[src/rtl/imem_load_arbiter.sv]
// Instruction-memory arbiter: a byte-serial loader fills the single-port RAM
// word by word while the CPU is stalled; in RUN the CPU owns the RAM read port.
module imem_load_arbiter (
    input  logic        clk,
    input  logic        rst_n,
    input  logic        LoadStart,
    input  logic [7:0]  LoadBase,
    input  logic [8:0]  LoadCount,
    input  logic        LoadValid,
    input  logic [7:0]  LoadByte,
    output logic        LoadReady,
    output logic        LoadDone,
    input  logic        RunStart,
    input  logic        Halt,
    output logic        CpuStall,
    input  logic [31:0] FetchAddr,
    output logic [31:0] Instruction,
    output logic [7:0]  MemAddr,
    output logic        MemWe,
    output logic [31:0] MemWData,
    input  logic [31:0] MemRData,
    output logic [8:0]  WordCount
);

    typedef enum logic [2:0] {IDLE, COLLECT, WRITE, DONE, RUN} state_e;

    state_e      state_q, state_d;
    logic [7:0]  index_q, index_d;
    logic [8:0]  count_q, count_d;
    logic [8:0]  word_cnt_q, word_cnt_d;
    logic [1:0]  byte_idx_q, byte_idx_d;
    logic [31:0] word_q, word_d;

    // Only FetchAddr[9:2] addresses the 256-word RAM.
    logic unused_fetch_bits;
    assign unused_fetch_bits = ^{FetchAddr[31:10], FetchAddr[1:0]};

    always_ff @(posedge clk or negedge rst_n) begin
        if (!rst_n) begin
            state_q    <= IDLE;
            index_q    <= '0;
            count_q    <= '0;
            word_cnt_q <= '0;
            byte_idx_q <= '0;
            word_q     <= '0;
        end else begin
            state_q    <= state_d;
            index_q    <= index_d;
            count_q    <= count_d;
            word_cnt_q <= word_cnt_d;
            byte_idx_q <= byte_idx_d;
            word_q     <= word_d;
        end
    end

    always_comb begin
        state_d    = state_q;
        index_d    = index_q;
        count_d    = count_q;
        word_cnt_d = word_cnt_q;
        byte_idx_d = byte_idx_q;
        word_d     = word_q;
        case (state_q)
            IDLE: begin
                if (LoadStart) begin
                    index_d    = LoadBase;
                    count_d    = LoadCount;
                    word_cnt_d = '0;
                    byte_idx_d = '0;
                    word_d     = '0;
                    state_d    = (LoadCount == 9'd0) ? DONE : COLLECT;
                end else if (RunStart) begin
                    state_d = RUN;
                end
            end
            COLLECT: begin
                if (Halt) begin
                    byte_idx_d = '0;
                    word_d     = '0;
                    state_d    = IDLE;
                end else if (LoadValid) begin
                    // Shift-in gives big-endian order: first byte ends in [31:24].
                    word_d     = {word_q[23:0], LoadByte};
                    byte_idx_d = byte_idx_q + 2'd1;
                    if (byte_idx_q == 2'd3) begin
                        state_d = WRITE;
                    end
                end
            end
            WRITE: begin
                word_d = '0;
                if (Halt) begin
                    state_d = IDLE;
                end else begin
                    index_d    = index_q + 8'd1;
                    word_cnt_d = word_cnt_q + 9'd1;
                    state_d    = (word_cnt_q + 9'd1 == count_q) ? DONE : COLLECT;
                end
            end
            DONE: begin
                state_d = IDLE;
            end
            RUN: begin
                if (Halt) begin
                    state_d = IDLE;
                end
            end
            default: begin
                state_d = IDLE;
            end
        endcase
    end

    assign LoadReady   = (state_q == COLLECT);
    assign LoadDone    = (state_q == DONE);
    assign CpuStall    = (state_q != RUN);
    // An abort arriving during WRITE suppresses the strobe in that same cycle.
    assign MemWe       = (state_q == WRITE) && !Halt;
    assign MemWData    = (state_q == WRITE) ? word_q : 32'h0000_0000;
    assign MemAddr     = (state_q == RUN) ? FetchAddr[9:2] : index_q;
    assign Instruction = (state_q == RUN) ? MemRData : 32'h0000_0000;
    assign WordCount   = word_cnt_q;

endmodule

[config.mk]
export PLATFORM = sky130hd
export DESIGN_NAME = imem_load_arbiter
export DESIGN_NICKNAME = d
export VERILOG_FILES = /design/src/rtl/imem_load_arbiter.sv
export SDC_FILE = /design/constraint.sdc
export NUM_CORES = 1
export LEC_CHECK = 0
export ABC_AREA = 1
export CORE_ASPECT_RATIO = 0.9
export CORE_MARGIN = 2
export CORE_UTILIZATION = 54
export CTS_CLUSTER_SIZE = 16
export DETAILED_ROUTE_END_ITERATION = 7
export DONT_BUFFER_PORTS = 1
export PLACE_DENSITY = 0.69
export SLEW_MARGIN = 10
export SYNTH_ARGS = -nofsm -noshare
export SYNTH_HDL_FRONTEND = slang
export SYNTH_SLANG_ARGS = --single-unit
[constraint.sdc]
create_clock -name clk -period 4.11 [get_ports clk]
set_input_delay 0.822 -clock clk [delete_from_list [all_inputs] [get_ports clk]]
set_output_delay 0.822 -clock clk [all_outputs]
set_load 0.1 [all_outputs]
==> key figures, run 1 <==
Synthesis
  – Cell taking the most area after synthesis: dfrtp_1
  – Top post-synthesis cells by area: dfrtp_1 44%, inv_1 10%, nor2_1 8.9%
  – Syn Inst Count: 498
  – Distinct cells, synth: 34
  – Syn_nets: between 500 and 600
  – Mean Syn Cell Area: slightly above 7 um2
  – Synth Register Bits: 63
  – Synth warn: 0
  – Share of the synthesized area in the top cell type: 44.44%
  – Seq/Total Area, Yosys: ~44%
  – Synthesized area: 3547 um2

Routing
  – Post-route DRC: 0
  – 1st-iter DRT viols: 263
  – Antenna violation net count after detailed routing: 0
  – Wire per inst: around 15 um
  – Final Routed Wirelength: 9666 um
  – Vias per std cell: 5.183
  – Drt pass-1 iters: 4
  – Vias: 3,405

STA
  – Maximum clock rate: roughly 310 MHz
  – Final Hold Vio Count: 0
  – Worst Max-Slew Pin Slew: 1.032 ns
  – Fin crit period: about 3.2 ns
  – Max-slew violation count: 0
  – Final-report setup violation count: 0
  – Rel. slew slack: 31.18%
  – RSZ-0062 raised after global routing: false
  – Skew final: slightly above 0.008 ns
  – Final Cycle Share: just under 80%
  – Setup TNS: 0 ns

Global routing
  – Largest net degree at the start of global routing: 64
  – GRT Total Usage: 27.09%
  – First-pass GRT wire length: between 10,000 and 15,000 um
  – Initial antenna violation count: 0
  – Vias in the first global route: 3,018
  – Total gr overflow: 0

Clocking
  – # hold bufs at CTS: 0
  – Root buf cell: clkbuf_8
  – Total CTS buffers: 9
  – Clk_lat worst skew: 0.33 ns
  – H-Tree Depth: 3
  – # Post-CTS Setup Buffers: 0
  – Worst-path clk slew: 0.07 ns
  – Clk sinks: 63
  – Clock buffer depth: 2
  – CTS tree: yes
  – Post-cts sizing count: 0

Finish
  – Fin nets: 661
  – Antenna cells: 0
  – Layout area overhead: 27.51%
  – Design area: 4523 um2
  – Fill count: about 560
  – Non-Filler Instances: 657
  – Share of layout cells above drive strength 1: 30.51%

Power and ir drop
  – VDD IR max: ~0.00039 V
  – Leak: ~2.2 nW
  – Pwr dens: 747.2 nW/um2

Floorplan
  – Core Box Area: 6481 um2
  – Die H: 80.89 um
  – Die Span X: 89.43 um
  – # rows: 28
  – I/O pin count: 180
  – Die area: 7234 um2
  – Initial Util: roughly 55%

Setup path
  – Worst setup path class: reg2out
  – Nature of the critical path startpoint: flop
  – Worst-path maximum fanout: 49
  – Critical Path Source: state_q[0]
  – Crit end category: output port
  – WP data arrival: 2.42 ns
  – Critical path data required time: 3.29 ns
  – R2r startpoint: state_q[2]

Placement
  – Placed wire-length estimate: ~7200 um
  – Dpl cells: 642
  – I/O Buffers: 0
  – Routability cong.: 0.8632
  – Dpl cell area: 4345 um2

Worst hold path
  – Worst hold path type: in2async

Outcome
  – Status: finished clean

Run
  – Max Cap Viol: 0
cells by family (layout without fill, tap and decap cells):
| family | after synthesis | in the layout | synth area share (%) |
|---|---|---|---|
| simple gates | 218 | 218 | 26.35 |
| buf+inv | 123 | 192 | 13.51 |
| compound gates | 87 | 87 | 13.51 |
| flops | 63 | 63 | 44.44 |
| fa+ha+maj | 3 | 3 | 1.058 |
| xor+xnor | 2 | 2 | 0.4939 |
| mux | 2 | 2 | 0.6349 |
routing by layer:
metal	part of all wire, %	global-route usage (%)	up-vias
met3	5.5	5.386	6
met1	41	33.11	1582
met2	53	48.44	123
li1	-	-	1694
met4	0.59	7.612	0
met5	0	0	-
stage by stage:
step | util [%] | power, mW | setup slack (ns) | hold WS, ns
finish | 69.79 | 3.380 | 0.8720 | 0.1827
global route | 69.79 | 3.568 | 0.7614 | 0.1518
CTS | 69.79 | 3.382 | 0.8695 | 0.1637
detailed placement | 67.05 | 2.881 | 1.240 | 0.4823
global placement | 67.05 | 2.848 | 1.282 | 0.4783
floorplan | - | 2.494 | 0.2963 | 0.4551
sequential cells by signal (all words and copies together), names as in the netlist:
signal and cells:
word_q 32, WordCount 9, count_q 9, index_q 8, state_q 3, byte_idx_q 2
cell usage after synthesis:
cell,n
buf_2,3
o21bai_1,1
o21ai_1,4
o22ai_1,8
o221ai_1,1
xor2_1,1
nor3_2,1
nor2_2,1
mux2_2,2
nand3_2,1
o21ai_0,51
buf_4,3
nand3_1,56
nor2_1,84
nand2_1,65
a21oi_1,15
xnor2_1,1
a22oi_1,1
a31oi_4,1
ha_1,3
nand3b_1,2
nor2_4,1
nand4_1,1
nor4_1,3
a31oi_1,3
dfrtp_1,63
inv_2,2
o211ai_1,2
nand2_2,2
clkbuf_1,10
buf_1,4
inv_1,99
nor3_1,1
clkbuf_2,2
cell usage in the layout (no fill, tap or decap), types with 2 or more instances in the layout:
cell type	instances
a21oi_1	9
a21oi_2	6
a31oi_1	3
buf_4	75
clkbuf_8	9
clkinv_2	4
dfrtp_1	63
ha_1	3
inv_1	99
inv_2	2
mux2_2	2
nand2_1	64
nand2_2	2
nand3_1	56
nand3b_1	2
nor2_1	20
nor2_2	65
nor3_2	2
nor4_1	3
o211ai_1	2
o21ai_0	51
o21ai_1	4
o22ai_1	8
critical path: stages (launching register included):
cell,delay [ns]
dfrtp_1,0.44
nor2_1,0.29
nand2_4,0.57
mux2_2,0.76
final cells by class:
type	count	area (um2)	share of cell area (%)
clock buffer	10	127.6	2.822
inverter	101	379.1	8.382
tap	90	112.6	2.490
clock inverter	5	50.05	1.107
sequential	63	1577	34.85
multi-input combinational	312	1687	37.29
timing repair buffer	76	590.6	13.06
report_power, final:
group          internal [mW]  switching, mW  total (mW)  leakage, nW
registers              0.759         0.0963       0.856        0.840
logic                  0.391           1.63        2.02         1.24
clock network          0.273          0.228       0.501       0.0957
worst paths after layout:
| kind | endpoint | slack, ns | depth (start not counted) |
|---|---|---|---|
| setup / recovery | MemAddr[1] | 0.87 | 3 |
| hold reg to reg | count_q[0] | 0.50 | 2 |
| setup reg to reg | word_q[28] | 1.35 | 7 |
| max in group asynchronous | index_q[0] | 3.81 | 0 |
| hold / removal | count_q[5] | 0.18 | 0 |
| min in group clk | count_q[0] | 0.50 | 2 |
Power figures use the tool's default switching activity.
==> inputs of run 2 (changes only) <==
==> constraint.sdc (replaced) <==
create_clock -name clk -period 3.2 [get_ports clk]
set_input_delay 0.64 -clock clk [delete_from_list [all_inputs] [get_ports clk]]
set_output_delay 0.64 -clock clk [all_outputs]
set_load 0.1 [all_outputs]
==> key figures, run 2 (synthesized netlist as in run 1, its figures left out) <==
Outcome
  – Status: finished clean

STA
  – Final Cycle Share: between 80 and 90%
  – Rel. slew slack: 37.91% (+6.7 points)
  – Final-report setup violation count: 0 (unchanged)
  – Worst setup margin: 0.3986 ns (-0.4734 ns)
  – Worst Max-Slew Pin Slew: 0.9313 ns (-0.1011 ns)
  – RSZ-0062 raised after global routing: false
  – Final Hold Vio Count: 0 (unchanged)
  – Maximum clock rate: approximately 360 MHz
  – Skew final: 0.005752 ns (-0.002426 ns)
  – Fin crit period: 2.801 ns
  – Max-slew violation count: 0 (unchanged)

Finish
  – Flip-flop and latch area: 1577 um2 (unchanged)
  – Most frequent cells in the layout: 99 x inv_1, 65 x nor2_2, 64 x nand2_1
  – Reg with most FFs: word_q
  – Number of flip-flops in the largest register: 32 (unchanged)
  – Most common cell after layout, fill and taps aside: inv_1
  – Multi-input gate area: 1687 um2 (unchanged)
  – Share of layout cells above drive strength 1: 32.24% (+1.7 points)
  – Antenna cells: 0 (unchanged)
  – Layout area overhead: 43.14%
  – Fin nets: 673 (+1.8%)
  – Fill count: 450 (-20%)

Setup path
  – Worst setup path class: reg2out
  – Nature of the critical path startpoint: flop
  – Critical path data required time: 2.56 ns (-0.73 ns)
  – WP data arrival: 2.16 ns (-0.26 ns)
  – Crit end category: output port
  – Worst-path maximum fanout: 47 (-4.1%)

Placement
  – Routability cong.: 0.8708 (+0.88%)
  – Pre-CTS setup slack: 0.8085 ns (-0.4316 ns)
  – I/O Buffers: 0 (unchanged)
  – Placed wire-length estimate: 7523 um (+3.9%)

Routing
  – Vias per std cell: 5.319 (+2.6%)
  – 1st-iter DRT viols: 209 (-21%)
  – Wire per inst: 15.28 um (+3.8%)
  – Drt pass-1 iters: 5 (+1)
  – Post-route DRC: 0 (unchanged)
  – Final Routed Wirelength: 10,240 um (+5.9%)
  – Vias: 3,564 (+4.7%)
  – Antenna violation net count after detailed routing: 0 (unchanged)

Floorplan
  – Die Span X: 89.43 um (unchanged)
  – Initial Util: 54.73% (unchanged)
  – I/O pin count: 180 (unchanged)
  – # rows: 28 (unchanged)
  – Core Box Area: 6481 um2 (unchanged)
  – Die H: 80.89 um (unchanged)
  – Die area: 7234 um2 (unchanged)

Power and ir drop
  – Comb pwr share: 58.5% (-1.4 points)
  – Clk pwr share: 17.0% (+2.2 points)
  – Pwr dens: 892.3 nW/um2 (+19%)
  – VDD IR max: 0.0005467 V (+41%)
  – Sw power: 2.571 mW (+31%)
  – Leak: 2.346 nW (+8.0%)
  – Int Pwr: 1.959 mW (+38%)
  – Power Total: 4.530 mW (+34%)
  – Net Sw Frac: 56.75% (-1.1 points)
  – Sequential share of power: 24.5% (-0.8 points)

Global routing
  – Vias in the first global route: 3,386 (+12%)
  – Total gr overflow: 0 (unchanged)
  – First-pass GRT wire length: 15,840 um (+7.7%)
  – Initial antenna violation count: 0 (unchanged)
  – GRT Total Usage: 29.09% (+2.0 points)
  – Largest net degree at the start of global routing: 65 (+1.6%)

Clocking
  – Clock buffer depth: 2 (unchanged)
  – Clk sinks: 63 (unchanged)
  – Total CTS buffers: 9 (unchanged)
  – Worst-path clk slew: 0.07 ns (about the same)
  – H-Tree Depth: 3 (unchanged)
  – CTS tree: yes
  – Root buf cell: clkbuf_8
  – # Post-CTS Setup Buffers: 0 (unchanged)
  – Clk_lat worst skew: 0.34 ns (about the same)

Worst hold path
  – Worst hold path type: in2async

Run
  – Max Cap Viol: 0 (unchanged)
-- run 2: cell types whose count changed in the layout (fill, tap and decap cells not counted) --
cell / change
buf_12: +32
bufinv_16: +1
buf_16: +1
clkbuf_1: -1
buf_4: -21
clkinv_2: -1
clkinv_4: +1
clkbuf_8: +1
-- run 2: worst paths after layout --
path                         endpoint  slack, ns  cells after the start       start
setup reg to reg           index_q[6]       0.79                      7  state_q[0]
min in group clk           state_q[2]       0.41                      1        Halt
setup / recovery           MemAddr[6]       0.40                      6  state_q[0]
hold / removal             index_q[6]       0.18                      1       rst_n
hold reg to reg            count_q[1]       0.50                      2  count_q[1]
max in group asynchronous   word_q[4]       2.78                      1       rst_n
-- run 2: critical path, stage by stage (launching register included) --
cell and delay, ns:
dfrtp_1 0.46, nor2_1 0.15, nand2_4 0.10, buf_4 0.53, nor2_1 0.13, a21oi_2 0.13, buf_4 0.30
-- run 2: what timing repair did --
action / in CTS / in global routing
hold buffers: 1 / 0
resized for setup: 0 / 0
hold endpoints to repair: 63 / 0
-- run 2: area by class of cell --
cell class                      count  area share, %
Clock inverter                      6          1.651
Sequential cell                    63          31.05
Timing Repair Buffer               88          21.69
Multi-Input combinational cell    312          33.22
Tap cell                           90          2.218
Clock buffer                       10          2.711
Inverter                          101          7.467
-- run 2: through the flow --
| stage | instances | utilization (%) | setup TNS (ns) | instance area [um2] | hold slack (ns) |
|---|---|---|---|---|---|
| 3_3_place_gp | 653 | 74.50 | 0 | 4828 | 0.3454 |
| 5_1_grt | 670 | 78.34 | 0 | 5077 | 0.1905 |
| 3_5_place_dp | 653 | 74.50 | 0 | 4828 | 0.3455 |
| 4_1_cts | 670 | 78.34 | 0 | 5077 | 0.1820 |
| 2_1_floorplan | 498 | - | -3.886 | 3570 | 0.3444 |
| 6_report | 670 | 78.34 | 0 | 5077 | 0.1764 |
-- run 2: metal layers --
| layer | global-route usage [%] | share of wire (%) | vias to the layer above |
|---|---|---|---|
| met1 | 34.06 | 39 | 1682 |
| li1 | - | - | 1722 |
| met3 | 5.894 | 5.9 | 27 |
| met4 | 11.94 | 3.1 | 0 |
| met5 | 0 | 0 | - |
| met2 | 51.78 | 52 | 133 |
-- run 2: power by group through the flow --
stage | sequential, mW | combinational (mW) | clock, mW
after floorplan | 1.14 | 2.09 | 0
after global placement | 1.10 | 2.57 | 0
final | 1.11 | 2.65 | 0.772
after CTS | 1.10 | 2.64 | 0.780
after detailed placement | 1.12 | 2.61 | 0
after global routing | 1.13 | 2.82 | 0.814
